File: config.mk
export PLATFORM = sky130hd
export DESIGN_NAME = feature_write_sequencer
export DESIGN_NICKNAME = d
export VERILOG_FILES = /design/src/rtl/feature_write_sequencer.sv
export SDC_FILE = /design/constraint.sdc
export NUM_CORES = 1
export LEC_CHECK = 0
export CAP_MARGIN = 20
export CORE_MARGIN = 2
export CORE_UTILIZATION = 25
export DETAILED_ROUTE_END_ITERATION = 6
export PLACE_DENSITY = 0.42
export SLEW_MARGIN = 5
export SYNTH_ARGS = -nofsm -noshare
export SYNTH_HDL_FRONTEND = slang
export SYNTH_SLANG_ARGS = --single-unit
File: constraint.sdc
create_clock -name i_clk -period 3.2 [get_ports i_clk]
set_input_delay 0.64 -clock i_clk [delete_from_list [all_inputs] [get_ports i_clk]]
set_output_delay 0.64 -clock i_clk [all_outputs]
set_load 0.01 [all_outputs]
File: src/rtl/feature_write_sequencer.sv
// Writes a pixel stream into feature memory as up to three MAP_DIM x MAP_DIM planes per job.
// Define FWS_RELU_EN to clamp negative pixels to zero at writeback.
module feature_write_sequencer #(
  parameter int DATA_W  = 8,
  parameter int MAP_DIM = 64,
  parameter int ADDR_W  = 19
) (
  input  logic              i_clk,
  input  logic              i_rst,
  input  logic              i_start,
  input  logic [1:0]        i_numMaps,
  input  logic [ADDR_W-1:0] i_baseAddr0,
  input  logic [ADDR_W-1:0] i_baseAddr1,
  input  logic [ADDR_W-1:0] i_baseAddr2,
  input  logic              i_valid,
  input  logic [DATA_W-1:0] i_data,
  output logic              o_ready,
  output logic              o_wrEn,
  output logic [ADDR_W-1:0] o_wrAddr,
  output logic [DATA_W-1:0] o_wrData,
  output logic              o_busy,
  output logic              o_done
);

  localparam int PIX_W = $clog2(MAP_DIM * MAP_DIM);
  localparam logic [PIX_W-1:0] PIX_LAST = PIX_W'(MAP_DIM * MAP_DIM - 1);

  typedef enum logic [1:0] {
    S_IDLE,
    S_WRITE,
    S_DONE
  } state_e;

  state_e              state_q, state_d;
  logic [PIX_W-1:0]    pix_q, pix_d;
  logic [1:0]          map_q, map_d;
  logic [1:0]          num_q, num_d;
  logic [ADDR_W-1:0]   base0_q, base0_d;
  logic [ADDR_W-1:0]   base1_q, base1_d;
  logic [ADDR_W-1:0]   base2_q, base2_d;
  logic                wr_en_q, wr_en_d;
  logic [ADDR_W-1:0]   wr_addr_q, wr_addr_d;
  logic [DATA_W-1:0]   wr_data_q, wr_data_d;

  logic                accept;
  logic [ADDR_W-1:0]   cur_base;
  logic [DATA_W-1:0]   wb_data;

  assign accept = (state_q == S_WRITE) && i_valid;

  always_comb begin
    case (map_q)
      2'd1:    cur_base = base1_q;
      2'd2:    cur_base = base2_q;
      default: cur_base = base0_q;
    endcase
  end

`ifdef FWS_RELU_EN
  assign wb_data = i_data[DATA_W-1] ? '0 : i_data;
`else
  assign wb_data = i_data;
`endif

  always_comb begin
    // NOTE: every target gets a default before the case so no path can infer a latch.
    state_d   = state_q;
    pix_d     = pix_q;
    map_d     = map_q;
    num_d     = num_q;
    base0_d   = base0_q;
    base1_d   = base1_q;
    base2_d   = base2_q;
    wr_en_d   = 1'b0;
    wr_addr_d = wr_addr_q;
    wr_data_d = wr_data_q;

    case (state_q)
      S_IDLE: begin
        if (i_start) begin
          num_d   = i_numMaps;
          base0_d = i_baseAddr0;
          base1_d = i_baseAddr1;
          base2_d = i_baseAddr2;
          pix_d   = '0;
          map_d   = '0;
          state_d = (i_numMaps == 2'd0) ? S_DONE : S_WRITE;
        end
      end
      S_WRITE: begin
        if (accept) begin
          wr_en_d   = 1'b1;
          wr_addr_d = cur_base + ADDR_W'(pix_q);
          wr_data_d = wb_data;
          pix_d     = pix_q + PIX_W'(1);
          if (pix_q == PIX_LAST) begin
            map_d = map_q + 2'd1;
            // Last pixel of the last plane: its write lands in the DONE cycle.
            if ((map_q + 2'd1) == num_q) state_d = S_DONE;
          end
        end
      end
      S_DONE:  state_d = S_IDLE;
      default: state_d = S_IDLE;
    endcase
  end

  always_ff @(posedge i_clk) begin
    if (i_rst) begin
      state_q   <= S_IDLE;
      pix_q     <= '0;
      map_q     <= '0;
      num_q     <= '0;
      base0_q   <= '0;
      base1_q   <= '0;
      base2_q   <= '0;
      wr_en_q   <= 1'b0;
      wr_addr_q <= '0;
      wr_data_q <= '0;
    end else begin
      state_q   <= state_d;
      pix_q     <= pix_d;
      map_q     <= map_d;
      num_q     <= num_d;
      base0_q   <= base0_d;
      base1_q   <= base1_d;
      base2_q   <= base2_d;
      wr_en_q   <= wr_en_d;
      wr_addr_q <= wr_addr_d;
      wr_data_q <= wr_data_d;
    end
  end

  assign o_ready  = (state_q == S_WRITE);
  assign o_busy   = (state_q != S_IDLE);
  assign o_done   = (state_q == S_DONE);
  assign o_wrEn   = wr_en_q;
  assign o_wrAddr = wr_addr_q;
  assign o_wrData = wr_data_q;

endmodule

-- After elaboration in Yosys (flattened, before gate mapping)
Cells that the tools add are included.
- equality and inequality tests: 10
- add/sub/neg operators: 3
- reductions and logical operators: 11
- muxes and demuxes: 15
- bitwise operators: 1
- operator list (operator ; number):
    one-hot mux 19 bit (2 select lines) ; 1
    two-way mux 12 bit ; 2
    one-hot mux 12 bit (2 select lines) ; 1
    adder 19 x 12 -> 19 bit ; 1
    two-way mux 2 bit ; 8
    adder 12 x 1 -> 12 bit (second input constant) ; 1
    equality test 12 bit (second input constant) ; 1
    one-hot mux 2 bit (2 select lines) ; 2
    AND reduction 4 bit ; 2
    inequality test 2 x 1 -> 1 bit (second input constant) ; 3
    equality test 2 x 1 -> 1 bit (second input constant) ; 2
    equality test 2 bit (second input constant) ; 2
    zero test 2 bit ; 2
    AND reduction 2 bit ; 2
    nonzero test 2 bit ; 2
    AND reduction 3 bit ; 1
    adder 2 x 1 -> 2 bit (second input constant) ; 1
    equality test 2 bit ; 1
    inequality test 2 bit (second input constant) ; 1
    OR reduction 2 bit ; 1
    logical AND 1 bit ; 1
    two-way mux 1 bit ; 1
    inverter 1 bit ; 1
- bits of input ports: 71
- word-level logic and storage cells: 50
- register bits after elaboration: 103

-- Longest topological paths before layout
- depth in word-level cells: 6
- mapped depth: 15
- depth with buffers taken out: 12

-- Worst setup path after synthesis
No wires, ideal clock.
- path kind: register to register
- from: register map_q[0]
- to: register wr_addr_q[12] (netlist: o_wrAddr[12])
- stages on the path, launching flop included: 14
- data required time: 3108 ps
- path slack: -246 ps
- arrival time: 3354 ps
- library setup time: 92 ps
- path buffers: 3
- cell sequence: dfxtp_1 inv_1 ha_1 buf_2 clkbuf_1 clkbuf_1 o21ai_0 ha_1 fa_1 a21o_1 a221oi_2 a41oi_2 and4_1 nor4_1
- word-level cells in the longest chain between the ends: 3
- elaborated cells on any way between the ends: 4
- classes of those cells: add/sub (1); eq/ne (2); mux (1)
- ends and longest elaborated chain (item ; line ; source):
    from (decl) ; 36 ; logic [1:0] map_q, map_d;
    from (signal assigned) ; 123 ; map_q <= map_d;
    equality test 2 bit or equality test 2 x 1 -> 1 bit (tied branches) ; 52 ; case (map_q)
    one-hot mux 19 bit (2 select lines) (*) ; 52 ;
    adder 19 x 12 -> 19 bit (*) ; 93 ; wr_addr_d = cur_base + ADDR_W'(pix_q);
    to (signal assigned) ; 129 ; wr_addr_q <= wr_addr_d;
    to (decl) ; 42 ; logic [ADDR_W-1:0] wr_addr_q, wr_addr_d;
Every way passes the cells marked *; elsewhere a longest branch is shown, timed or not.
A chain may end at the register's enable or synchronous reset.

-- Worst setup path in the final report
- from: register map_q[0]
- to: register wr_addr_q[17] (netlist: o_wrAddr[17])
The elaborated chain is that of the path after synthesis.

==> flow_summary.toml <==
[status]
status = "completed"

[yosys]
synth_edf_count = 0
syn_inst = 644
synth_seq_cells = 103
yosysMostFrequentCell = "nand2_1"
yosys-top-cells-area = "dfxtp_1 (42%), nand2_1 (15%), a21oi_1 (10%), ha_1 (3.8%), a22oi_1 (2.9%)"
syn-num-nets = 731
avgSynthCellArea_um2 = 7.62
synthTopCellsByCount = "nand2_1 (192), dfxtp_1 (103), a21oi_1 (99)"
synth.distinct_cells = 53
ys_warn_count = 0
synth_area_um2 = 4910
synthArstFlopShare_pct = 0
synth_top_area_share_pct = 42.0
ys_seq_area_share_pct = 42.0
yosysTopAreaCell = "dfxtp_1"
synthFlopType = "dfxtp_1"

[pwr]
power_frac_comb_pct = 16.2
p_clk_share_pct = 38.6
p_per_area_nw_per_um2 = 471
swShare_pct = 26.3
ir_worst_vdd_mv = 0.226
p_leak_nw = 2.33
power_frac_seq_pct = 45.3
power_switching_w = 0.000816
p_int_w = 0.00229

[job]
drv_cap = 0

[timing]
finalClockSkew_ns = 0.00759
slew_headroom_pct = 55.7
hold_ws_ns = 0.453
setup_viol = 0
setup_ws_ns = 0.196
setup_tns_ns = 0
fmax_mhz = 333
period_minus_slack_ns = 3.00
slew_violations = 0
hold_violations = 0
finalCritPeriodShare_pct = 93.9
worst_pin_slew_ns = 0.664

[setup_path]
crit_type = "reg2reg"
worst_ep_arrival_time_ns = 3.27
path_cells = "inv_1 > ha_2 > buf_4 > o21ai_0 > ha_1 > o211ai_1 > nor3_2 > a21oi_2 > a2111oi_4 > xnor2_1 > a211oi_2"
cp.required_ns = 3.47
crit_fanout = 24
max_stage_delay_ns = 0.39
worst_path_max_delay_cell = "ha_1"
critPathLaunchType = "flip-flop"
cp-end-kind = "flip-flop"

[placed_design]
globalplace.congestion = 0.821
place_hpwl_mm = 10.6
dp_slack_ns = 0.0719
io_buffer_count = 101
place_inst = 981

[finish]
fin_nets = 818
layout-drive-gt1-share_pct = 6.66
diodes = 0
stdcell_count = 1001
multi_input_area_um2 = 2690
fillers = 2097
area_growth_pct = 34.3
regArea_um2 = 2060

[floorplanning]
core_region_area_um2 = 19400
initial_core_util_pct = 25.3
io_pins = 102
die-area_um2 = 20800
die-height_um = 144
rows = 51
die_w_um = 144

[clock_tree]
clkSlewWorstSetupHoldPaths_ns = 0.07
cts-hold-fix-buffers = 0
root_buffer = "clkbuf_16"
worstSkewPairLatency_ns = 0.35
cts_num_sinks = 103
clockBufferDepth = 2
cts_tree = "done"
htree_levels = 3
cts_made_buffers = 9

[route]
dr.pass1.iters = 4
drtAntennaViolNets = 0
vias_per_cell = 4.64
wl_per_cell_um = 14.3
vias = 4647
wirelength_mm = 14.3
drc_errors = 0
drt_iter0_drc = 249

[global_route]
grt_pass1_wl_mm = 23.1
grt_use_total_pct = 14.2
antenna_found_initial = 0
grt_max_degree = 70
gr-total-overflow = 0
grt_pass1_vias = 4493

[min_path]
hp-class = "reg2reg"
path summary, 6_finish.rpt:
| check | endpoint | slack, ns | startpoint | cells past startpoint |
|---|---|---|---|---|
| setup / recovery | o_wrAddr[17]$_SDFFE_PP0P_ | 0.20 | map_q[0]$_SDFFE_PP0P_ | 11 |
| setup reg to reg | o_wrAddr[17]$_SDFFE_PP0P_ | 0.20 | map_q[0]$_SDFFE_PP0P_ | 11 |
| hold / removal | o_wrAddr[5]$_SDFFE_PP0P_ | 0.45 | o_wrAddr[5]$_SDFFE_PP0P_ | 2 |
| hold reg to reg | o_wrAddr[5]$_SDFFE_PP0P_ | 0.45 | o_wrAddr[5]$_SDFFE_PP0P_ | 2 |
cell families (layout without fill, tap and decap cells):
logic type,Yosys count,in the layout,share of synthesized area [%]
DFF,103,103,42.0
adders and majority gates,16,16,4.23
buffers and inverters,48,140,3.92
and+or+nand+nor,278,278,24.3
AOI/OAI and AO/OA,185,185,23.1
xor gates and xnor gates,13,13,2.32
muxes,1,1,0.204
power by group through the flow:
stage	Clock (W)	Sequential [W]	Combinational (W)
2_1_floorplan	0	0.00143	0.000283
6_report	0.00120	0.00140	0.000503
3_3_place_gp	0	0.00144	0.000503
3_5_place_dp	0	0.00144	0.000507
5_1_grt	0.00130	0.00141	0.000565
4_1_cts	0.00124	0.00141	0.000508
flip-flops by register name (all words and copies together), names as in the netlist:
name and count:
base2_q 19, num_q 2, pix_q 12, base0_q 19
o_wrData 8, map_q 2, o_wrEn 1, base1_q 19
state_q 2, o_wrAddr 19
worst max-delay path: cells and delay by family, from the launching register on:
| family | cells | cell delay, ns |
|---|---|---|
| xor gates and xnor gates | 1 | 0.12 |
| adders and majority gates | 2 | 0.73 |
| DFF | 1 | 0.37 |
| AOI/OAI and AO/OA | 5 | 1.06 |
| and+or+nand+nor | 1 | 0.33 |
| buffers and inverters | 2 | 0.30 |
final cells by class:
type	instances	area share, %
clock buffers	12	3.74
clock inverters	4	1.16
inverters	7	0.399
multi-input cells	493	40.9
flip-flops and latches	103	31.3
well taps	265	5.03
repair buffers	117	17.5
stage by stage:
step / instance area [um^2] / util [%] / total power, W
floorplan: 4930 / - / 0.00171
global placement: 6220 / 32.0 / 0.00194
detailed placement: 6220 / 32.0 / 0.00194
CTS: 6540 / 33.7 / 0.00316
global route: 6590 / 34.0 / 0.00328
finish: 6590 / 34.0 / 0.00310
per-layer routing:
layer / vias to the layer above / wire length (um) / GRT usage [%]
met1: 2115 / 7230 / 20.0
li1: 2390 / - / -
met4: 0 / 130 / 3.63
met5: - / 0 / 0
met3: 15 / 782 / 3.21
met2: 127 / 6180 / 21.8
layout by cell type, fill, tap and decap left out, types with 2 or more instances in the layout:
master	synthesis	routed
bufinv_16	0	2
a22oi_1	19	19
ha_1	15	13
a221oi_2	3	2
or4_1	3	3
o211ai_1	6	6
inv_1	7	7
buf_12	0	2
o21ai_1	2	4
clkdlybuf4s50_1	0	100
nor2b_1	4	4
ha_2	0	2
nor3_1	8	8
a21o_1	8	8
nand3_1	8	8
a21oi_1	99	99
dfxtp_1	103	102
and3_1	5	5
and2_1	3	2
clkbuf_16	0	9
xnor2_1	11	11
nor4_1	4	4
o21a_1	2	2
a31oi_1	4	4
o21ai_0	25	23
buf_4	1	15
nand2_1	192	191
nor2_1	37	36
a311oi_1	2	2
xor2_1	2	2
or3_1	3	3
a211oi_1	6	5
a211oi_2	1	2
clkbuf_1	37	2
timing repair:
item,CTS,global route
gates resized for setup,0,6
setup endpoints to repair,0,7
endpoints found under the hold margin,0,0
setup buffers,0,4
(Power assumes the default switching activity.)
